`src/rtl/router_pkg.sv`:
```
// Shared definitions for the router destination-side reader: FSM encoding
// and header field positions.
package router_pkg;

  localparam int LEN_MSB  = 7;
  localparam int LEN_LSB  = 2;
  localparam int ADDR_MSB = 1;
  localparam int MAX_LEN  = 63;

  typedef enum logic [2:0] {
    ST_IDLE = 3'd0,
    ST_WAIT = 3'd1,
    ST_HDR  = 3'd2,
    ST_PAY  = 3'd3,
    ST_PAR  = 3'd4,
    ST_DONE = 3'd5
  } rdr_state_e;

endpackage

```
`src/rtl/router_dest_reader.sv`:
```
// Destination-side consumer for one router output port: pulls header, payload
// and parity bytes over vld_out/read_enb/data_out and reports packet status.
//
// state | meaning
// IDLE  | no packet, waiting for vld_out
// WAIT  | programmable delay before the first read
// HDR   | one header read issued, waiting for its capture
// PAY   | payload reads/captures, parity accumulation
// PAR   | waiting for the parity byte capture
// DONE  | one-cycle status report
module router_dest_reader
  import router_pkg::*;
#(
  parameter int         DATA_WIDTH = 8,
  parameter logic [1:0] PORT_ID    = 2'd0,
  parameter int         READ_DELAY = 2,
  parameter int         CNT_WIDTH  = 8
) (
  input  logic                  clock,
  input  logic                  reset,
  input  logic                  vld_out,
  input  logic [DATA_WIDTH-1:0] data_out,
  input  logic                  soft_reset,
  input  logic                  stall,
  output logic                  read_enb,
  output logic                  busy,
  output logic                  pkt_done,
  output logic [5:0]            pkt_len,
  output logic                  parity_err,
  output logic                  addr_err,
  output logic                  pkt_drop,
  output logic [CNT_WIDTH-1:0]  good_count
);

  localparam logic [4:0] DLY_INIT = (READ_DELAY > 0) ? 5'(READ_DELAY - 1) : 5'd0;

  rdr_state_e            state_q, state_d;
  logic [4:0]            dly_q, dly_d;
  logic [6:0]            issued_q, issued_d;
  logic [5:0]            pay_cnt_q, pay_cnt_d;
  logic                  rd_q;
  logic [5:0]            len_q, len_d;
  logic                  addr_bad_q, addr_bad_d;
  logic                  par_bad_q, par_bad_d;
  logic [DATA_WIDTH-1:0] parity_q, parity_d;
  logic [5:0]            pkt_len_q, pkt_len_d;
  logic                  parity_err_q, parity_err_d;
  logic                  addr_err_q, addr_err_d;
  logic [CNT_WIDTH-1:0]  good_q, good_d;
  logic                  drop_q, drop_d;

  logic [6:0] limit;
  logic       active;
  logic       issue_ok;
  logic       abort;
  logic       done_ok;

  assign limit    = {1'b0, len_q} + 7'd2;
  assign active   = (state_q == ST_HDR) || (state_q == ST_PAY) || (state_q == ST_PAR);
  // Header length is unknown until captured, so HDR allows exactly one read.
  assign issue_ok = (state_q == ST_HDR) ? (issued_q == 7'd0) : (issued_q < limit);
  assign read_enb = active && vld_out && !stall && !soft_reset && issue_ok;
  assign abort    = soft_reset && (state_q != ST_IDLE);
  assign done_ok  = (state_q == ST_DONE) && !soft_reset;

  assign busy       = active || (state_q == ST_DONE);
  assign pkt_done   = done_ok;
  assign pkt_len    = done_ok ? len_q : pkt_len_q;
  assign parity_err = done_ok ? par_bad_q : parity_err_q;
  assign addr_err   = done_ok ? addr_bad_q : addr_err_q;
  assign pkt_drop   = drop_q;
  assign good_count = good_q;

  always_comb begin
    state_d      = state_q;
    dly_d        = dly_q;
    issued_d     = issued_q;
    pay_cnt_d    = pay_cnt_q;
    len_d        = len_q;
    addr_bad_d   = addr_bad_q;
    par_bad_d    = par_bad_q;
    parity_d     = parity_q;
    pkt_len_d    = pkt_len_q;
    parity_err_d = parity_err_q;
    addr_err_d   = addr_err_q;
    good_d       = good_q;
    drop_d       = 1'b0;

    if (read_enb) begin
      issued_d = issued_q + 7'd1;
    end

    case (state_q)
      ST_IDLE: begin
        issued_d  = 7'd0;
        pay_cnt_d = 6'd0;
        if (vld_out) begin
          if (READ_DELAY == 0) begin
            state_d = ST_HDR;
          end else begin
            state_d = ST_WAIT;
            dly_d   = DLY_INIT;
          end
        end
      end
      ST_WAIT: begin
        if (dly_q == 5'd0) begin
          state_d = ST_HDR;
        end else begin
          dly_d = dly_q - 5'd1;
        end
      end
      ST_HDR: begin
        if (rd_q) begin
          len_d      = data_out[LEN_MSB:LEN_LSB];
          addr_bad_d = (data_out[ADDR_MSB:0] != PORT_ID);
          parity_d   = data_out;
          state_d    = (data_out[LEN_MSB:LEN_LSB] == 6'd0) ? ST_PAR : ST_PAY;
        end
      end
      ST_PAY: begin
        if (rd_q) begin
          parity_d  = parity_q ^ data_out;
          pay_cnt_d = pay_cnt_q + 6'd1;
          if ((pay_cnt_q + 6'd1) == len_q) begin
            state_d = ST_PAR;
          end
        end
      end
      ST_PAR: begin
        if (rd_q) begin
          par_bad_d = (data_out != parity_q);
          state_d   = ST_DONE;
        end
      end
      ST_DONE: begin
        state_d      = ST_IDLE;
        pkt_len_d    = len_q;
        parity_err_d = par_bad_q;
        addr_err_d   = addr_bad_q;
        if (!par_bad_q && !addr_bad_q && (good_q != {CNT_WIDTH{1'b1}})) begin
          good_d = good_q + CNT_WIDTH'(1);
        end
      end
      default: state_d = ST_IDLE;
    endcase

    // Flush overrides everything, including a parity capture or DONE report.
    if (abort) begin
      state_d      = ST_IDLE;
      drop_d       = 1'b1;
      issued_d     = 7'd0;
      pay_cnt_d    = 6'd0;
      pkt_len_d    = pkt_len_q;
      parity_err_d = parity_err_q;
      addr_err_d   = addr_err_q;
      good_d       = good_q;
    end
  end

  always_ff @(posedge clock or posedge reset) begin
    if (reset) begin
      state_q      <= ST_IDLE;
      dly_q        <= 5'd0;
      issued_q     <= 7'd0;
      pay_cnt_q    <= 6'd0;
      rd_q         <= 1'b0;
      len_q        <= 6'd0;
      addr_bad_q   <= 1'b0;
      par_bad_q    <= 1'b0;
      parity_q     <= '0;
      pkt_len_q    <= 6'd0;
      parity_err_q <= 1'b0;
      addr_err_q   <= 1'b0;
      good_q       <= '0;
      drop_q       <= 1'b0;
    end else begin
      state_q      <= state_d;
      dly_q        <= dly_d;
      issued_q     <= issued_d;
      pay_cnt_q    <= pay_cnt_d;
      rd_q         <= read_enb;
      len_q        <= len_d;
      addr_bad_q   <= addr_bad_d;
      par_bad_q    <= par_bad_d;
      parity_q     <= parity_d;
      pkt_len_q    <= pkt_len_d;
      parity_err_q <= parity_err_d;
      addr_err_q   <= addr_err_d;
      good_q       <= good_d;
      drop_q       <= drop_d;
    end
  end

endmodule
```
`config.mk`:
```
export PLATFORM = sky130hd
export DESIGN_NAME = router_dest_reader
export DESIGN_NICKNAME = d
export VERILOG_FILES = /design/src/rtl/router_pkg.sv /design/src/rtl/router_dest_reader.sv
export SDC_FILE = /design/constraint.sdc
export NUM_CORES = 1
export LEC_CHECK = 0
export BUFFER_PORTS_ARGS = -buffer_cell sky130_fd_sc_hd__buf_2
export CAP_MARGIN = 20
export CORE_UTILIZATION = 55
export DETAILED_ROUTE_END_ITERATION = 12
export GPL_TIMING_DRIVEN = 0
export HOLD_SLACK_MARGIN = 0.06
export PLACE_DENSITY = 0.78
export SLEW_MARGIN = 20
export SYNTH_ARGS = -nofsm -noshare
export SYNTH_HDL_FRONTEND = slang
export SYNTH_SLANG_ARGS = --single-unit
```
`constraint.sdc`:
```
create_clock -name clock -period 2.88 [get_ports clock]
set_input_delay 0.576 -clock clock [delete_from_list [all_inputs] [get_ports clock]]
set_output_delay 0.576 -clock clock [all_outputs]
set_load 0.01 [all_outputs]
```
==> flow_summary.yaml <==
outcome:
  status: "completed"
detailed_routing:
  drc: 0
  antenna_left: 0
  wl_mm: 6.943
  topRoutingLayerUsed: "met4"
  dr.pass1.iters: 4
  drt-met1-wl_mm: 3.140
  wl_per_cell_um: 15.53
  drt_first_iter_violations: 169
  post_drt_via_cell_ratio: 5.877
  vias: 2627
  dr_wl_met3_um: 241
  route.met2.wl_mm: 3.508
timing:
  maxSlewHeadroom: 0.5467
  final_hold_viol_count: 0
  setup_viol: 0
  fin_skew_ps: 6.851
  max_freq_mhz: 357.4
  tns_ps: 0
  fin_ws_ps: 81.67
  holdWs_ps: 371.2
  tightestPinTransition_ps: 679.9
  fin_crit_sh: 0.9716
  period_needed_ps: 2798
  maxSlewViolCount: 0
synth:
  yosysTopAreaCellShare: 0.4203
  synthesis.nets: 354
  ys_types: 57
  synth_seq_cells: 55
  ys_seq_area_frac: 0.4203
  async_flop_share: 1.000
  syn-instance-count: 328
  synth-edff-count: 0
  yosys.area.top_type: "dfrtp_1"
  ys.flop_type: "dfrtp_1"
  synth_area_leaders: "dfrtp_1, mux2_2, ha_1"
  yosysWarnings: 0
  postSynthAreaPerCell_um2: 9.983
  netlist_area_um2: 3274
cells_and_area:
  nNetsFinal: 400
  diodes: 0
  final_core_util: 0.6600
  final_common_cell: "dfrtp_1"
  layout_common_cells: "dfrtp_1, buf_2, nand3_1"
  drive_gt1_frac: 0.2480
  syn_to_final_growth_pct: 13.03
  fillers: 461
clock_tree:
  htree_num_levels: 2
  cts_buffer_depth: 2
  ctsHoldBuffers: 0
  clk_pin_slew_worst_paths_ps: 100
  cts_tree: "done"
  clock_latency_ps: 300
  cts.sinks: 55
  clockRootBuffer: "clkbuf_8"
  cts_buffers: 5
global_routing:
  grt_usage: 0.2378
  overflow: 0
  antenna_found_initial: 0
  grt_max_degree: 56
  grt_pass1_vias: 2512
  grt_pass1_wl_mm: 11.76
worst_setup_path:
  required_ps: 2300
  slowest_stage: "dfrtp_2"
  critPathCaptureType: "output pin"
  path_class: "reg2out"
  crit_path_max_incr_delay_ps: 450
  cp_max_fo: 2
  crit_path_cell_trace: "ha_4, nand3_1, xor2_1, ha_1, a21o_1, nand2_1, and4b_1, a21oi_2, inv_1, buf_2"
  crit_path_start_kind: "register"
  cp.arrival_ps: 2220
power:
  p_per_area_nw_per_um2: 576.8
  leakage_nw: 1.753
  ir_worst_vdd_uv: 364.9
floorplanning:
  die_h_um: 79.16
  die_area_um2: 6266
  io_pins: 33
  die_w_um: 79.16
  rows: 27
  core-area_um2: 5608
  start_util: 0.5839
place:
  place_congestion: 0.8305
  portBuffers: 32
  pre_cts_ws_ps: 43.72
  dp_hpwl_mm: 4.923
run:
  timing.max_cap.violations: 0
hold_path:
  min_path_type: "in2async"
[synthesized netlist by cell type, drive strengths merged, types with 2 or more instances]
cell	n
o31ai	4
nand3	25
o21ai	20
nor2	19
mux2i	5
nand2b	5
a21o	2
nand4	4
nor2b	3
mux2	23
nor3	6
o211ai	3
and2	2
buf	7
inv	10
or3	7
xnor2	9
dfrtp	55
ha	13
clkbuf	7
a21oi	25
and3	2
nand2	18
nor3b	5
nor4	5
or2	4
o41ai	2
xor2	17
[layer usage]
layer / track usage / up-vias
met5: 0 / -
met4: 0.06727 / 0
met3: 0.03103 / 6
met2: 0.4086 / 59
met1: 0.3135 / 1275
li1: - / 1287
[state kept, by name, indices dropped and copies added, names as in the netlist]
| signal | count |
|---|---|
| addr_bad_q | 1 |
| addr_err_q | 1 |
| dly_q | 5 |
| good_count | 8 |
| issued_q | 7 |
| len_q | 6 |
| par_bad_q | 1 |
| parity_err_q | 1 |
| parity_q | 8 |
| pay_cnt_q | 6 |
| pkt_drop | 1 |
| pkt_len_q | 6 |
| rd_q | 1 |
| state_q | 3 |
[final timing paths]
kind                                from             to  slack [ps]  depth (start not counted)
max                             len_q[1]       read_enb          80                         10
min                                reset  good_count[4]         370                          2
max reg2reg                     len_q[1]    issued_q[4]         510                          9
min reg2reg                good_count[7]  good_count[7]         510                          1
max in group asynchronous          reset       len_q[1]        2020                          2
min in group clock         good_count[7]  good_count[7]         510                          1
[metrics by stage]
step / area, um^2 / cells / total power [W]
global route: 3701 / 447 / 0.002283
detailed placement: 3527 / 432 / 0.001686
global placement: 3525 / 432 / 0.001663
CTS: 3652 / 444 / 0.002137
floorplan: 3274 / 328 / 0.001502
finish: 3701 / 447 / 0.002135
[critical path, delay by kind of cell (launching register included)]
kind	cells	cell delay, ps
AO/OA/AOI/OAI	2	270
XOR/XNOR	1	160
adder cells (fa/ha/maj)	2	420
buffers and inverters	2	210
flip-flops	1	450
AND/OR/NAND/NOR	3	410
[what timing repair did]
action | 4_1_cts | 5_1_grt
gates resized for setup | 3 | 7
setup buffers | 4 | 3
endpoints found under the hold margin | 0 | 0
endpoints found under the setup margin | 1 | 1
pin swaps | 1 | 4
[logic make-up (layout without fill, tap and decap cells)]
group	after synthesis	count (layout)	synth area share
and+or+nand+nor	112	112	0.1895
buffers and inverters	24	71	0.03019
muxes	28	28	0.09438
adders and majority gates	13	13	0.04968
AOI/OAI and AO/OA	69	69	0.1395
xor gates and xnor gates	27	27	0.07642
DFF	55	55	0.4203
[report_power, final]
group | switching, W | internal (W) | total (W)
registers | 0.0000876 | 0.000866 | 0.000954
clock network | 0.000260 | 0.000176 | 0.000436
logic | 0.000441 | 0.000305 | 0.000745
total | 0.000788 | 0.00135 | 0.00213
[final cells by class]
type	count	area, um^2	share of cell area
timing repair buffer	39	216.5	0.05849
multi-input combinational	249	1821	0.4919
buffer	14	66.31	0.01792
clock buffer	6	72.57	0.01961
sequential	55	1379	0.3725
clock inverter	2	16.27	0.004395
inverter	10	40.04	0.01082
tap	72	90.09	0.02434
Power figures use the tool's default switching activity.
